$ cat src/rtl/alu_ctrl_pkg.sv
// Shared op codes, funct codes, ALUOp classes and FSM state type for alu_ctrl_seq.
`timescale 1ns/1ps
package alu_ctrl_pkg;

  localparam int OP_NOP  = 0;
  localparam int OP_ADD  = 27;
  localparam int OP_SUB  = 28;
  localparam int OP_AND  = 29;
  localparam int OP_OR   = 30;
  localparam int OP_SLT  = 31;
  localparam int OP_SLL  = 32;
  localparam int OP_MULT = 33;
  localparam int OP_DIV  = 34;

  localparam int F_ADD  = 21;
  localparam int F_SUB  = 22;
  localparam int F_AND  = 23;
  localparam int F_OR   = 24;
  localparam int F_SLT  = 25;
  localparam int F_SLL  = 26;
  localparam int F_MULT = 27;
  localparam int F_DIV  = 28;

  // Any class other than these two (ALUOp[1] set) decodes the funct field.
  localparam logic [1:0] ALUOP_ADD = 2'b00;
  localparam logic [1:0] ALUOP_SUB = 2'b01;

  typedef enum logic [1:0] {
    IDLE = 2'd0,
    MUL  = 2'd1,
    DIV  = 2'd2
  } state_e;

endpackage

$ cat src/rtl/mdu_cycle_counter.sv
// Down-counter timing a multi-cycle MDU op; load wins over enable, holds at zero.
// zero_o is a registered-state flag, no combinational path from the inputs.
`timescale 1ns/1ps
module mdu_cycle_counter #(
  parameter int CNT_W = 6
) (
  input  logic             clk,
  input  logic             rst,
  input  logic             load_i,
  input  logic [CNT_W-1:0] load_val_i,
  input  logic             en_i,
  output logic             zero_o
);

  logic [CNT_W-1:0] cnt_q, cnt_d;

  always_comb begin
    cnt_d = cnt_q;
    if (load_i) begin
      cnt_d = load_val_i;
    end else if (en_i && (cnt_q != '0)) begin
      cnt_d = cnt_q - 1'b1;
    end
  end

  always_ff @(posedge clk) begin
    if (rst) begin
      cnt_q <= '0;
    end else begin
      cnt_q <= cnt_d;
    end
  end

  assign zero_o = (cnt_q == '0);

endmodule

$ cat src/rtl/alu_ctrl_seq.sv
// Registered ALU control: decode ALUOp/funct, 1-cycle issue; MULT/DIV hold busy for LAT cycles
// then pulse mdu_done. ready = !busy; valid_in while busy is ignored (upstream holds).
`timescale 1ns/1ps
module alu_ctrl_seq
  import alu_ctrl_pkg::*;
#(
  parameter int OP_W    = 6,
  parameter int FUNCT_W = 6,
  parameter int MUL_LAT = 4,
  parameter int DIV_LAT = 32,
  parameter int CNT_W   = 6
) (
  input  logic               clk,
  input  logic               rst,
  input  logic               valid_in,
  input  logic [1:0]         ALUOp,
  input  logic [FUNCT_W-1:0] funct,
  output logic               ready,
  output logic [OP_W-1:0]    operation,
  output logic               op_valid,
  output logic               illegal,
  output logic               busy,
  output logic               mdu_start,
  output logic               mdu_done
);

  localparam logic [CNT_W-1:0] MUL_LOAD = CNT_W'(MUL_LAT - 1);
  localparam logic [CNT_W-1:0] DIV_LOAD = CNT_W'(DIV_LAT - 1);

  state_e            state_q, state_d;
  logic [OP_W-1:0]   operation_q, operation_d;
  logic              op_valid_q, op_valid_d;
  logic              illegal_q, illegal_d;
  logic              mdu_start_q, mdu_start_d;
  logic              mdu_done_q, mdu_done_d;

  logic [OP_W-1:0]   dec_op;
  logic              dec_illegal, dec_mul, dec_div;
  logic              accept;
  logic              cnt_load, cnt_zero;
  logic [CNT_W-1:0]  cnt_load_val;

  always_comb begin
    dec_op      = OP_W'(OP_NOP);
    dec_illegal = 1'b0;
    dec_mul     = 1'b0;
    dec_div     = 1'b0;
    if (ALUOp == ALUOP_ADD) begin
      dec_op = OP_W'(OP_ADD);
    end else if (ALUOp == ALUOP_SUB) begin
      dec_op = OP_W'(OP_SUB);
    end else begin
      case (funct)
        FUNCT_W'(F_ADD):  dec_op = OP_W'(OP_ADD);
        FUNCT_W'(F_SUB):  dec_op = OP_W'(OP_SUB);
        FUNCT_W'(F_AND):  dec_op = OP_W'(OP_AND);
        FUNCT_W'(F_OR):   dec_op = OP_W'(OP_OR);
        FUNCT_W'(F_SLT):  dec_op = OP_W'(OP_SLT);
        FUNCT_W'(F_SLL):  dec_op = OP_W'(OP_SLL);
        FUNCT_W'(F_MULT): begin dec_op = OP_W'(OP_MULT); dec_mul = 1'b1; end
        FUNCT_W'(F_DIV):  begin dec_op = OP_W'(OP_DIV);  dec_div = 1'b1; end
        default:          dec_illegal = 1'b1;
      endcase
    end
  end

  assign busy   = (state_q != IDLE);
  assign ready  = !busy;
  assign accept = valid_in && ready;

  always_ff @(posedge clk) begin
    if (rst) begin
      state_q     <= IDLE;
      operation_q <= '0;
      op_valid_q  <= 1'b0;
      illegal_q   <= 1'b0;
      mdu_start_q <= 1'b0;
      mdu_done_q  <= 1'b0;
    end else begin
      state_q     <= state_d;
      operation_q <= operation_d;
      op_valid_q  <= op_valid_d;
      illegal_q   <= illegal_d;
      mdu_start_q <= mdu_start_d;
      mdu_done_q  <= mdu_done_d;
    end
  end

  always_comb begin
    state_d = state_q;
    case (state_q)
      IDLE: begin
        if (accept && dec_mul) begin
          state_d = MUL;
        end else if (accept && dec_div) begin
          state_d = DIV;
        end
      end
      MUL, DIV: begin
        if (cnt_zero) state_d = IDLE;
      end
      default: state_d = IDLE;
    endcase
  end

  always_comb begin
    operation_d  = operation_q;
    op_valid_d   = 1'b0;
    illegal_d    = 1'b0;
    mdu_start_d  = 1'b0;
    mdu_done_d   = 1'b0;
    cnt_load     = 1'b0;
    cnt_load_val = '0;
    case (state_q)
      IDLE: begin
        if (accept) begin
          operation_d = dec_op;
          op_valid_d  = 1'b1;
          illegal_d   = dec_illegal;
          if (dec_mul || dec_div) begin
            mdu_start_d  = 1'b1;
            cnt_load     = 1'b1;
            cnt_load_val = dec_mul ? MUL_LOAD : DIV_LOAD;
          end
        end
      end
      MUL, DIV: begin
        // The edge that sees an already-zero count is the completion edge.
        if (cnt_zero) mdu_done_d = 1'b1;
      end
      default: ;
    endcase
  end

  mdu_cycle_counter #(
    .CNT_W(CNT_W)
  ) u_cnt (
    .clk       (clk),
    .rst       (rst),
    .load_i    (cnt_load),
    .load_val_i(cnt_load_val),
    .en_i      (busy),
    .zero_o    (cnt_zero)
  );

  assign operation = operation_q;
  assign op_valid  = op_valid_q;
  assign illegal   = illegal_q;
  assign mdu_start = mdu_start_q;
  assign mdu_done  = mdu_done_q;

endmodule
$ cat config.mk
export PLATFORM = sky130hd
export DESIGN_NAME = alu_ctrl_seq
export DESIGN_NICKNAME = d
export VERILOG_FILES = /design/src/rtl/alu_ctrl_pkg.sv /design/src/rtl/mdu_cycle_counter.sv /design/src/rtl/alu_ctrl_seq.sv
export SDC_FILE = /design/constraint.sdc
export NUM_CORES = 1
export LEC_CHECK = 0
export ABC_AREA = 1
export CORE_MARGIN = 2
export CORE_UTILIZATION = 49
export CTS_CLUSTER_DIAMETER = 150
export CTS_CLUSTER_SIZE = 8
export DETAILED_ROUTE_END_ITERATION = 10
export GPL_TIMING_DRIVEN = 0
export PLACE_DENSITY = 0.79
export SYNTH_ARGS = -nofsm -noshare
export SYNTH_HDL_FRONTEND = slang
export SYNTH_HIERARCHICAL = 1
export SYNTH_SLANG_ARGS = --single-unit
export TNS_END_PERCENT = 1
$ cat constraint.sdc
create_clock -name clk -period 2.3 [get_ports clk]
set_clock_uncertainty 0.1 [all_clocks]
set_input_delay 0.345 -clock clk [delete_from_list [all_inputs] [get_ports clk]]
set_output_delay 0.345 -clock clk [all_outputs]
set_load 0.05 [all_outputs]
Yosys cells after proc, flatten, opt, wreduce, memory -nomap -nowiden
Cells that the tools add are included.
{ "totals": {"regBits": 18, "input_bits": 11, "out_inout_bits": 12, "word_cells": 68} }
{ "op_classes": {"addsub": 1, "eq_ne": 13, "muxes": 25, "bitwise": 3, "n_reduce_logical": 19} }
{ "op_table": {"columns": ["operator", "count"], "rows": [
  ["$eq A6 B5 Y1 const B", 8],
  ["$pmux W6 S8", 1],
  ["$mux W6", 4],
  ["$mux W5", 4],
  ["$mux W1", 12],
  ["$reduce_or A8 Y1", 1],
  ["$logic_not A6 Y1", 1],
  ["$mux W2", 3],
  ["$reduce_bool A6 Y1", 1],
  ["$reduce_or A2 Y1", 3],
  ["$sub A6 B1 Y6 const B", 1],
  ["$reduce_or A5 Y1", 1],
  ["$eq A2 B1 Y1 const B", 2],
  ["$logic_and A1 B1 Y1", 4],
  ["$logic_not A2 Y1", 2],
  ["$pmux W2 S2", 1],
  ["$reduce_and A2 Y1", 2],
  ["$reduce_bool A2 Y1", 2],
  ["$ne A3 B3 Y1 const B", 1],
  ["$not A1 Y1", 3],
  ["$eq A2 B2 Y1 const B", 1],
  ["$ne A2 B2 Y1 const B", 1],
  ["$logic_not A1 Y1", 1],
  ["$logic_or A1 B1 Y1", 1]
]} }

Depth between registers and ports, before layout
Gate-level depths: netlist (run 1).
{ "depth": {"word_depth": 9, "ltp_mapped": 11, "ltp_nobuf": 11} }

By module
Netlist (run 1), hierarchy kept.
{ "modules_own_cells": {"columns": ["module", "instances", "cells_per_inst", "area_per_inst_um2", "seq_area_each_um2"], "rows": [
  ["alu_ctrl_seq", 1, 97, 621.8, 220.2],
  ["mdu_cycle_counter", 1, 68, 421.7, 120.1]
]} }

Least setup slack after synthesis (run 1)
No wires, ideal clock.
{ "synth_path": {"kind": "register -> register", "from": "register state_q[0]", "to": "register u_cnt.cnt_q[0]", "setup_time_ns": 0.070, "arrival_ns": 1.935, "setup_slack_ns": 0.195, "stages_incl_launch_ff": 12, "path_buffers": 1, "cell_sequence": "dfxtp_1 inv_1 ha_1 nand2_2 nor2_4 nand2_1 inv_1 buf_2 nand2_1 o21ai_0 nand2_1 a21oi_1"} }
{ "synth_between": {"elab_chain_len": 6} }
{ "synth_rtl": {"columns": ["item", "line", "text"], "rows": [
  ["start, declared", "alu_ctrl_seq.sv:30", "state_e state_q, state_d;"],
  ["start signal, assigned", "alu_ctrl_seq.sv:80", "state_q <= state_d;"],
  ["$reduce_bool A2 Y1 *", "alu_ctrl_seq.sv:67", "assign busy = (state_q != IDLE);"],
  ["$logic_not A1 Y1 *", "alu_ctrl_seq.sv:68", "assign ready = !busy;"],
  ["net ready", "alu_ctrl_seq.sv:18", "output logic ready,"],
  ["$logic_and A1 B1 Y1 *", "alu_ctrl_seq.sv:69", "assign accept = valid_in && ready;"],
  ["$mux W1 *", "alu_ctrl_seq.sv:116", "if (accept) begin"],
  ["$mux W1 *", null, null],
  ["net cnt_load", "alu_ctrl_seq.sv:40", "logic cnt_load, cnt_zero;"],
  ["$mux W6 / $reduce_bool A2 Y1 (equally long branches)", null, null],
  ["end signal, assigned", "mdu_cycle_counter.sv:30", "cnt_q <= cnt_d;"],
  ["end, declared", "mdu_cycle_counter.sv:15", "logic [CNT_W-1:0] cnt_q, cnt_d;"]
]} }
Mark *: on every way through the listed nets, which the timed path passes. The rest lies on a longest branch.
A chain may end at the register's enable or synchronous reset.

Worst setup path in the final report (run 1)
{ "layout_path": {"from": "register state_q[0]", "to": "output port ready"} }
{ "layout_between": {"elab_chain_len": 2} }
{ "layout_rtl": {"columns": ["item", "line"], "rows": [
  ["$reduce_bool A2 Y1", "alu_ctrl_seq.sv:67"],
  ["$logic_not A1 Y1", "alu_ctrl_seq.sv:68"],
  ["end, declared", "alu_ctrl_seq.sv:18"]
]} }
Every way passes these cells.

==> summary.md, run 1 <==
| Metric | Value |
|---|---|
| Drt pass-1 iters | `4` |
| Clock Path Buffers | `2` |
| Hold_buf cts | `0` |
| Inserted Diodes | `0` |
| Crit start category | `register` |
| Yosys reg bits | `17` |
| Gpl congestion | `about 0.94` |
| Share of post-route cells with drive strength above 1 | `0.0681` |
| VDD IR max | `0.326 mV` |
| Sequential element share of the synthesized area | `0.326` |
| Clock Sinks | `17` |
| CP Max Fanout | `5` |
| Drt total wl | `2440 um` |
| DP Area | `roughly 0.0013 sq mm` |
| EDFF count, synth | `0` |
| Leak pwr | `0.588 nW` |
| H-tree Lvls | `1` |
| Starting density of the core | `0.527` |
| CTS buffer count | `3` |
| Unrepaired setup endpoints after global routing | `no` |
| Worst slew margin | `0.665` |
| CTS tree | `yes` |
| Status | `completed` |
| Vias in the first global route | `roughly 950` |
| Finished layout cell area | `0.00132 sq mm` |
| Die area | `0.00251 sq mm` |
| Row cnt | `16` |
| Core box area | `0.00198 sq mm` |
| Tightest Pin Transition | `0.501 ns` |
| Setup violators final | `0` |
| DR iter-0 viols | `39` |
| CP arrival | `1.75 ns` |
| Worst Path Required | `1.86 ns` |
| PD cells | `530 mW/mm^2` |
| Fill cell count | `176` |
| Die H | `50.1 um` |
| Root buffer cell | `clkbuf_4` |
| Largest net degree at the start of global routing | `11` |
| Post-DRT Antenna Nets | `0` |
| Layout Nets | `206` |
| IO Count | `23` |
| Wire length per cell | `11.2 um` |
| Residual DRC count | `0` |
| DR vias/cell | `5.15` |
| Period minus WS final | `2.20 ns` |
| Post-Synthesis Cells | `165` |
| Skew-Pair Late Insertion Delay | `0.30 ns` |
| Min-Delay Path Class | `register to register` |
| F_max | `455 MHz` |
| Post-CTS setup repair buffer count | `0` |
| Global route overflow | `0` |
| Async SR Flop Fraction | `0` |
| Ys Warns | `6` |
| Syn_nets | `179` |
| Max-Cap Viols | `0` |
| Final worst path period share | `0.956` |
| Post-synthesis cell area | `0.00104 sq mm` |
| Primary FF master, synth | `dfxtp_1` |
| Final Hold Viols | `0` |
| Setup TNS | `0 ns` |
| Worst setup EP type | `primary output` |
| Worst setup path class | `register to primary output` |
| Total GRT Usage | `0.210` |
| Port-buffer cells | `22` |
| Via count | `around 1100` |
| Area growth, synth to finish | `26.9%` |
| Global-route wire length before repair | `a little over 4000 um` |
| Die width | `50.1 um` |
| DP Wirelength | `1880 um` |
| Yosys cell types | `25` |
| Syn Area/Cell | `6.32 sq um` |
| Initial antenna violation count | `0` |
| Clock slew at reported path FFs | `0.12 ns` |
| Slew Limit Fails | `0` |
-- Yosys cell counts (2+ instances only) --
library cell  number  share of area
nor2_4             2          0.022
nor2_1            19          0.068
dfxtp_1           17           0.33
o21ai_0            7          0.034
nand3_1           12          0.058
inv_1             24          0.086
a21oi_1           11          0.053
nand2_1           49           0.18
ha_1               3          0.036
nand3_2            2          0.019
nand4_1            5          0.030
-- registers in the layout, summed over array words and instances, names as in the netlist --
| name | cells |
|---|---|
| mdu_done | 1 |
| u_cnt/cnt_q | 6 |
| operation | 5 |
| mdu_start | 1 |
| illegal | 1 |
| state_q | 2 |
| op_valid | 1 |
-- worst paths after layout --
path	slack [ns]	startpoint	depth (start not counted)	endpoint
setup / recovery	0.10	state_q[0]	3	ready
hold / removal	0.38	state_q[1]	2	state_q[1]
setup reg to reg	0.33	state_q[0]	11	u_cnt/cnt_q[2]
hold reg to reg	0.38	state_q[1]	2	state_q[1]
-- cell usage in the layout (no fill, tap or decap), drive strengths merged --
cell type | Yosys | final
a21oi | 12 | 12
a31oi | 1 | 1
a41oi | 1 | 1
buf | 2 | 2
clkbuf | 1 | 4
clkdlybuf4s50 | 0 | 21
clkinv | 1 | 2
conb | 1 | 1
dfxtp | 17 | 17
dlygate4sd2 | 0 | 1
ha | 3 | 3
inv | 24 | 24
nand2 | 50 | 50
nand3 | 14 | 14
nand3b | 1 | 1
nand4 | 5 | 5
nor2 | 22 | 22
nor3 | 1 | 1
o211ai | 1 | 1
o21ai | 7 | 7
xnor2 | 1 | 1
-- per-stage QoR --
stage                     instances  power [mW]  worst slack (ns)   util  hold slack [ns]
after global routing            218       0.731            0.0308  0.668            0.392
after CTS                       218       0.704            0.0971  0.668            0.381
after global placement          214       0.533            0.0100  0.655            0.351
after detailed placement        214       0.538           -0.0505  0.655            0.365
after floorplan                 165       0.466             0.195      -            0.314
final                           218       0.701             0.101  0.668            0.375
-- power breakdown --
| part | switching [mW] | internal [mW] | leakage (nW) | total (mW) |
|---|---|---|---|---|
| clock | 0.105 | 0.0647 | 0.0177 | 0.170 |
| combinational | 0.139 | 0.0752 | 0.432 | 0.214 |
| sequential | 0.00801 | 0.309 | 0.138 | 0.317 |
-- routing by layer --
metal | up-vias | part of all wire | track usage
met5 | - | 0 | 0
met4 | 0 | 0.014 | 0.0833
met3 | 4 | 0.054 | 0.0179
met2 | 47 | 0.45 | 0.331
met1 | 497 | 0.48 | 0.295
li1 | 575 | - | -
-- logic make-up after synthesis --
group                    count (synthesis)  synth area share
AND/OR/NAND/NOR                         93             0.397
adder cells (fa/ha/maj)                  3            0.0360
XOR/XNOR                                 1           0.00839
other                                    1           0.00359
AO/OA/AOI/OAI                           22             0.124
flip-flops                              17             0.326
buffers and inverters                   28             0.106
-- cell type report --
| cell class | instances | area (sq um) | area share |
|---|---|---|---|
| plain buffers | 3 | 16.3 | 0.0123 |
| clock buffers | 3 | 22.5 | 0.0170 |
| clock inverters | 1 | 5.00 | 0.00378 |
| inverters | 25 | 93.8 | 0.0709 |
| multi-input cells | 120 | 593 | 0.448 |
| flip-flops and latches | 17 | 340 | 0.257 |
| well taps | 27 | 33.8 | 0.0255 |
| repair buffers | 22 | 219 | 0.165 |
-- repair_timing --
item                                   4_1_cts  5_1_grt
endpoints found under the hold margin        0        0
setup endpoints to repair                    1        0
resized for setup                            1        0
-- worst max-delay path, cell delays in order (launching register included) --
cell and delay [ns]:
dfxtp_1 0.33, inv_1 0.05, ha_1 0.24, clkdlybuf4s50_1 0.83
No activity file was read; power rests on OpenSTA's default activity.
==> inputs of run 2 (changes only) <==
==> constraint.sdc (replaced) <==
create_clock -name clk -period 2.5 [get_ports clk]
set_clock_uncertainty 0.1 [all_clocks]
set_input_delay 0.375 -clock clk [delete_from_list [all_inputs] [get_ports clk]]
set_output_delay 0.375 -clock clk [all_outputs]
set_load 0.05 [all_outputs]
==> summary.md, run 2 (same netlist as run 1, synthesis figures left out) <==
| Metric | Value |
|---|---|
| Status | `completed (unchanged)` |
| Port-buffer cells | `22 (unchanged)` |
| Most flops, register | `u_cnt/cnt_q (unchanged)` |
| Max incr delay on CP | `0.83 ns (about the same)` |
| Worst Path Required | `2.03 ns (was 1.86 ns)` |
| Clock Sinks | `17 (unchanged)` |
| VDD IR max | `0.300 mV (was 0.326 mV)` |
| Wire length per cell | `11.4 um (was 11.2 um)` |
| Worst setup EP type | `primary output (unchanged)` |
| CP cell instances | `inv_1, ha_1, clkdlybuf4s50_1 (unchanged)` |
| PD cells | `488 mW/mm^2 (was 530 mW/mm^2)` |
| Leak pwr | `0.602 nW (was 0.588 nW)` |
| Setup violators final | `0 (unchanged)` |
| Initial antenna violation count | `0 (unchanged)` |
| Worst r2r src | `state_q[0] (unchanged)` |
| DP Wirelength | `1880 um (unchanged)` |
| Share of post-route cells with drive strength above 1 | `0.0681 (unchanged)` |
| Hold path start | `state_q[1] (unchanged)` |
| Crit start category | `register (unchanged)` |
| Post-DRT Antenna Nets | `0 (unchanged)` |
| Layout Nets | `206 (unchanged)` |
| DP Area | `0.00130 sq mm (unchanged)` |
| Residual DRC count | `0 (unchanged)` |
| CP arrival | `1.76 ns (was 1.75 ns)` |
| Tightest Pin Transition | `0.501 ns (unchanged)` |
| Root buffer cell | `clkbuf_4 (unchanged)` |
| Core box area | `0.00198 sq mm (unchanged)` |
| CTS buffer count | `3 (unchanged)` |
| Setup TNS | `0 ns (unchanged)` |
| Row cnt | `16 (unchanged)` |
| CP Max Fanout | `5 (unchanged)` |
| Total GRT Usage | `0.209 (was 0.210)` |
| Fill cell count | `175 (was 176)` |
| Unrepaired setup endpoints after global routing | `no (unchanged)` |
| Commonest cells after routing, fill and taps aside | `49 x nand2_1, 24 x inv_1, 21 x clkdlybuf4s50_1 (unchanged)` |
| DR iter-0 viols | `47 (was 39)` |
| Vias in the first global route | `945 (unchanged)` |
| Area growth, synth to finish | `27.2% (was 26.9%)` |
| Die area | `0.00251 sq mm (unchanged)` |
| Drt pass-1 iters | `4 (unchanged)` |
| Final worst path period share | `0.892` |
| IO Count | `23 (unchanged)` |
| Slew Limit Fails | `0 (unchanged)` |
| F_max | `448 MHz` |
| Clock Path Buffers | `2 (unchanged)` |
| Crit-path slowest cell | `clkdlybuf4s50_1 (unchanged)` |
| Die width | `50.1 um (unchanged)` |
| Period minus WS final | `2.23 ns` |
| Global-route wire length before repair | `4090 um (was 4100 um)` |
| Clock slew at reported path FFs | `0.12 ns (about the same)` |
| Post-CTS setup repair buffer count | `0 (unchanged)` |
| H-tree Lvls | `1 (unchanged)` |
| Starting density of the core | `0.527 (unchanged)` |
| CTS tree | `yes (unchanged)` |
| Largest net degree at the start of global routing | `11 (unchanged)` |
| Worst slew margin | `0.665 (unchanged)` |
| Register-to-register setup slack | `0.52 ns (was 0.33 ns)` |
| Inserted Diodes | `0 (unchanged)` |
| Drt total wl | `2480 um (was 2440 um)` |
| Min-Delay Path Class | `register to register (unchanged)` |
| DR vias/cell | `5.17 (was 5.15)` |
| Final Hold Viols | `0 (unchanged)` |
| Commonest non-fill, non-tap cell in the layout | `nand2_1 (unchanged)` |
| Gpl congestion | `0.944 (unchanged)` |
| Via count | `1126 (was 1123)` |
| Worst setup path startpoint | `state_q[0] (unchanged)` |
| Max reg flops | `6 (unchanged)` |
| Worst setup path class | `register to primary output (unchanged)` |
| Skew-Pair Late Insertion Delay | `0.30 ns (about the same)` |
| Die H | `50.1 um (unchanged)` |
| Max-Cap Viols | `0 (unchanged)` |
| Finished layout cell area | `0.00133 sq mm (was 0.00132 sq mm)` |
| Global route overflow | `0 (unchanged)` |
## run 2: cell count changes in the layout (fill, tap and decap cells not counted), sizes merged
cell	delta
dlymetal6s2s	+1
dlygate4sd2	-1
## run 2: per-layer routing
layer / vias to the layer above / GRT usage / part of all wire
li1: 575 / - / -
met1: 512 / 0.295 / 0.49
met2: 37 / 0.329 / 0.46
met3: 2 / 0.0179 / 0.044
met4: 0 / 0.0833 / 0.012
met5: - / 0 / 0
## run 2: report_power, final
group / total, mW / switching [mW] / internal [mW]
sequential: 0.292 / 0.00748 / 0.284
clock: 0.157 / 0.0974 / 0.0595
combinational: 0.199 / 0.128 / 0.0705
total: 0.647 / 0.233 / 0.414
## run 2: layout make-up
class,count,area (sq um),area share
sequential,17,340,0.256
buffer,3,16.3,0.0123
timing repair buffer,22,223,0.168
clock inverter,1,5.00,0.00377
inverter,25,93.8,0.0707
multi-input combinational,120,593,0.447
tap,27,33.8,0.0254
clock buffer,3,22.5,0.0170
## run 2: final timing paths
path              cells after the start              to
setup / recovery                      3           ready
hold / removal                        2      state_q[1]
setup reg to reg                     11  u_cnt/cnt_q[1]
hold reg to reg                       2      state_q[1]
## run 2: worst max-delay path, delay by kind of cell, from the launching register on
family	cells	cell delay, ns
flip-flops	1	0.33
buffers and inverters	2	0.88
adder cells (fa/ha/maj)	1	0.24
## run 2: timing repair
action                                 CTS  global route
hold buffers                             0             0
endpoints found under the hold margin    0             0
setup endpoints to repair                0             1
gates resized for setup                  0             1
## run 2: per-stage QoR
| stage | hold slack [ns] | setup WS [ns] | cells | utilization | power, mW |
|---|---|---|---|---|---|
| after floorplan | 0.339 | 0.395 | 165 | - | 0.429 |
| after global placement | 0.351 | 0.180 | 214 | 0.655 | 0.490 |
| after detailed placement | 0.365 | 0.119 | 214 | 0.655 | 0.495 |
| after CTS | 0.381 | 0.0499 | 218 | 0.669 | 0.649 |
| after global routing | 0.392 | 0.201 | 218 | 0.670 | 0.674 |
| final | 0.376 | 0.269 | 218 | 0.670 | 0.647 |
==> inputs of run 3 (changes only) <==
--- a/config.mk
+++ b/config.mk
@@ -13,6 +13,7 @@
 export DETAILED_ROUTE_END_ITERATION = 10
 export GPL_TIMING_DRIVEN = 0
 export PLACE_DENSITY = 0.79
+export REMOVE_ABC_BUFFERS = 1
 export SYNTH_ARGS = -nofsm -noshare
 export SYNTH_HDL_FRONTEND = slang
 export SYNTH_HIERARCHICAL = 1
==> summary.md, run 3 (same netlist as run 1, synthesis figures left out) <==
| Metric | Value |
|---|---|
| Commonest non-fill, non-tap cell in the layout | `nand2_1 (unchanged)` |
| Post-DRT Antenna Nets | `0 (unchanged)` |
| IO Count | `23 (unchanged)` |
| Status | `completed (unchanged)` |
| Final Hold Viols | `0 (unchanged)` |
| Finished layout cell area | `0.00131 sq mm (was 0.00133 sq mm)` |
| Internal | `412 uW (was 414 uW)` |
| F_max | `446 MHz (was 448 MHz)` |
| Unrepaired setup endpoints after global routing | `no (unchanged)` |
| PD cells | `487 mW/mm^2 (was 488 mW/mm^2)` |
| Tightest Pin Transition | `0.511 ns (was 0.501 ns)` |
| Initial antenna violation count | `0 (unchanged)` |
| Worst setup EP type | `register (was primary output)` |
| Comb pwr share | `0.304 (was 0.307)` |
| Skew-Pair Late Insertion Delay | `0.29 ns (was 0.30 ns)` |
| Crit start category | `input pin (was register)` |
| Worst slew margin | `0.658 (was 0.665)` |
| VDD IR max | `0.434 mV (was 0.300 mV)` |
| Clock Path Buffers | `2 (unchanged)` |
| CTS tree | `yes (unchanged)` |
| Most flops, register | `u_cnt/cnt_q (unchanged)` |
| Period minus WS final | `2.24 ns (was 2.23 ns)` |
| Vias in the first global route | `1015 (was 945)` |
| Layout Nets | `203 (was 206)` |
| Leak pwr | `0.590 nW (was 0.602 nW)` |
| Wire length per cell | `10.6 um (was 11.4 um)` |
| DR iter-0 viols | `38 (was 47)` |
| Largest net degree at the start of global routing | `15 (was 11)` |
| Final worst path period share | `0.897 (was 0.892)` |
| Fill cell count | `183 (was 175)` |
| Max-Cap Viols | `0 (unchanged)` |
| Total GRT Usage | `0.210 (was 0.209)` |
| Worst setup path class | `input pin to register (was register to primary output)` |
| Seq pwr share | `0.456 (was 0.451)` |
| Gpl congestion | `0.810 (was 0.944)` |
| CP dominant cell by count | `nand2_1` |
| Drt pass-1 iters | `5 (was 4)` |
| Net Sw Frac | `0.355 (was 0.360)` |
| DP Area | `0.00128 sq mm (was 0.00130 sq mm)` |
| Global route overflow | `0 (unchanged)` |
| Max reg flops | `6 (unchanged)` |
| Row cnt | `16 (unchanged)` |
| Residual DRC count | `0 (unchanged)` |
| CP arrival | `2.37 ns (was 1.76 ns)` |
| Port-buffer cells | `22 (unchanged)` |
| Worst Path Required | `2.62 ns (was 2.03 ns)` |
| Clock Sinks | `17 (unchanged)` |
| H-tree Lvls | `1 (unchanged)` |
| CTS buffer count | `3 (unchanged)` |
| Inserted Diodes | `0 (unchanged)` |
| Crit-path slowest cell | `clkdlybuf4s50_1 (unchanged)` |
| Clock power share | `0.240 (was 0.242)` |
| Area growth, synth to finish | `25.7% (was 27.2%)` |
| Core box area | `0.00198 sq mm (unchanged)` |
| Via count | `1083 (was 1126)` |
| CP cell instances | `clkdlybuf4s50_1, inv_1, nor2_1, nand2_1, o21ai_0, nand2_1, inv_1, inv_1, nand2_1, nand2_1, a21oi_1 (was inv_1, ha_1, clkdlybuf4s50_1)` |
| Die area | `0.00251 sq mm (unchanged)` |
| Die width | `50.1 um (unchanged)` |
| Drt total wl | `2280 um (was 2480 um)` |
| Root buffer cell | `clkbuf_4 (unchanged)` |
| Share of post-route cells with drive strength above 1 | `0.0585 (was 0.0681)` |
| Psw | `227 uW (was 233 uW)` |
| Starting density of the core | `0.527 (unchanged)` |
| Final Hold Slack | `0.373 ns (was 0.376 ns)` |
| CP Max Fanout | `14 (was 5)` |
| DR vias/cell | `5.04 (was 5.17)` |
| Max incr delay on CP | `0.53 ns (was 0.83 ns)` |
| Die H | `50.1 um (unchanged)` |
| Commonest cells after routing, fill and taps aside | `49 x nand2_1, 24 x inv_1, 21 x clkdlybuf4s50_1 (unchanged)` |
| Setup violators final | `0 (unchanged)` |
| Slew Limit Fails | `0 (unchanged)` |
| DP Wirelength | `1800 um (was 1880 um)` |
| Global-route wire length before repair | `4100 um (was 4090 um)` |
| Min-Delay Path Class | `register to register (unchanged)` |
| Clock slew at reported path FFs | `0.11 ns (was 0.12 ns)` |
| Final Core Density | `0.662 (was 0.670)` |
run 3: layout make-up:
type                            count  area, sq um  share of cell area
Tap cell                           27         33.8              0.0258
Timing Repair Buffer               22          223               0.170
Inverter                           25         93.8              0.0716
Clock inverter                      1         5.00             0.00382
Multi-Input combinational cell    120          593               0.452
Sequential cell                    17          340               0.260
Clock buffer                        3         22.5              0.0172
run 3: timing repair:
item | in CTS | in global routing
setup endpoints to repair | 0 | 1
hold buffers | 0 | 0
buffers inserted | 0 | 0
gates resized for setup | 0 | 1
run 3: power groups by stage:
stage | clock (mW) | combinational (mW) | sequential, mW
6_report | 0.153 | 0.194 | 0.292
5_1_grt | 0.169 | 0.212 | 0.293
4_1_cts | 0.156 | 0.195 | 0.292
3_5_place_dp | 0 | 0.194 | 0.298
3_3_place_gp | 0 | 0.190 | 0.297
2_1_floorplan | 0 | 0.0909 | 0.334
run 3: through the flow:
stage | std cells | setup TNS [ns] | setup WS [ns] | power [mW]
finish | 215 | 0 | 0.258 | 0.639
global route | 215 | 0 | 0.0668 | 0.675
CTS | 215 | 0 | 0.0959 | 0.643
detailed placement | 211 | -0.0300 | -0.0258 | 0.492
global placement | 211 | 0 | 0.0475 | 0.488
floorplan | 162 | 0 | 0.313 | 0.425
run 3: worst paths after layout:
kind              startpoint        endpoint  slack, ns  depth (start not counted)
setup reg to reg  state_q[0]  u_cnt/cnt_q[1]       0.40                         10
hold / removal    state_q[1]      state_q[1]       0.37                          2
hold reg to reg   state_q[1]      state_q[1]       0.37                          2
setup / recovery    funct[3]  u_cnt/cnt_q[1]       0.26                         11
run 3: per-layer routing:
metal | routed length (um) | global-route usage | share of wire | up-vias
met4 | 23 | 0.0648 | 0.010 | 0
met3 | 118 | 0.0595 | 0.052 | 4
li1 | - | - | - | 571
met2 | 1140 | 0.390 | 0.50 | 34
met1 | 1000 | 0.227 | 0.44 | 474
met5 | 0 | 0 | 0 | -
run 3: worst max-delay path: cells and delay by family:
family / cells / cell delay [ns]
and+or+nand+nor: 5 / 0.60
AOI/OAI and AO/OA: 2 / 0.30
buffers and inverters: 4 / 1.09
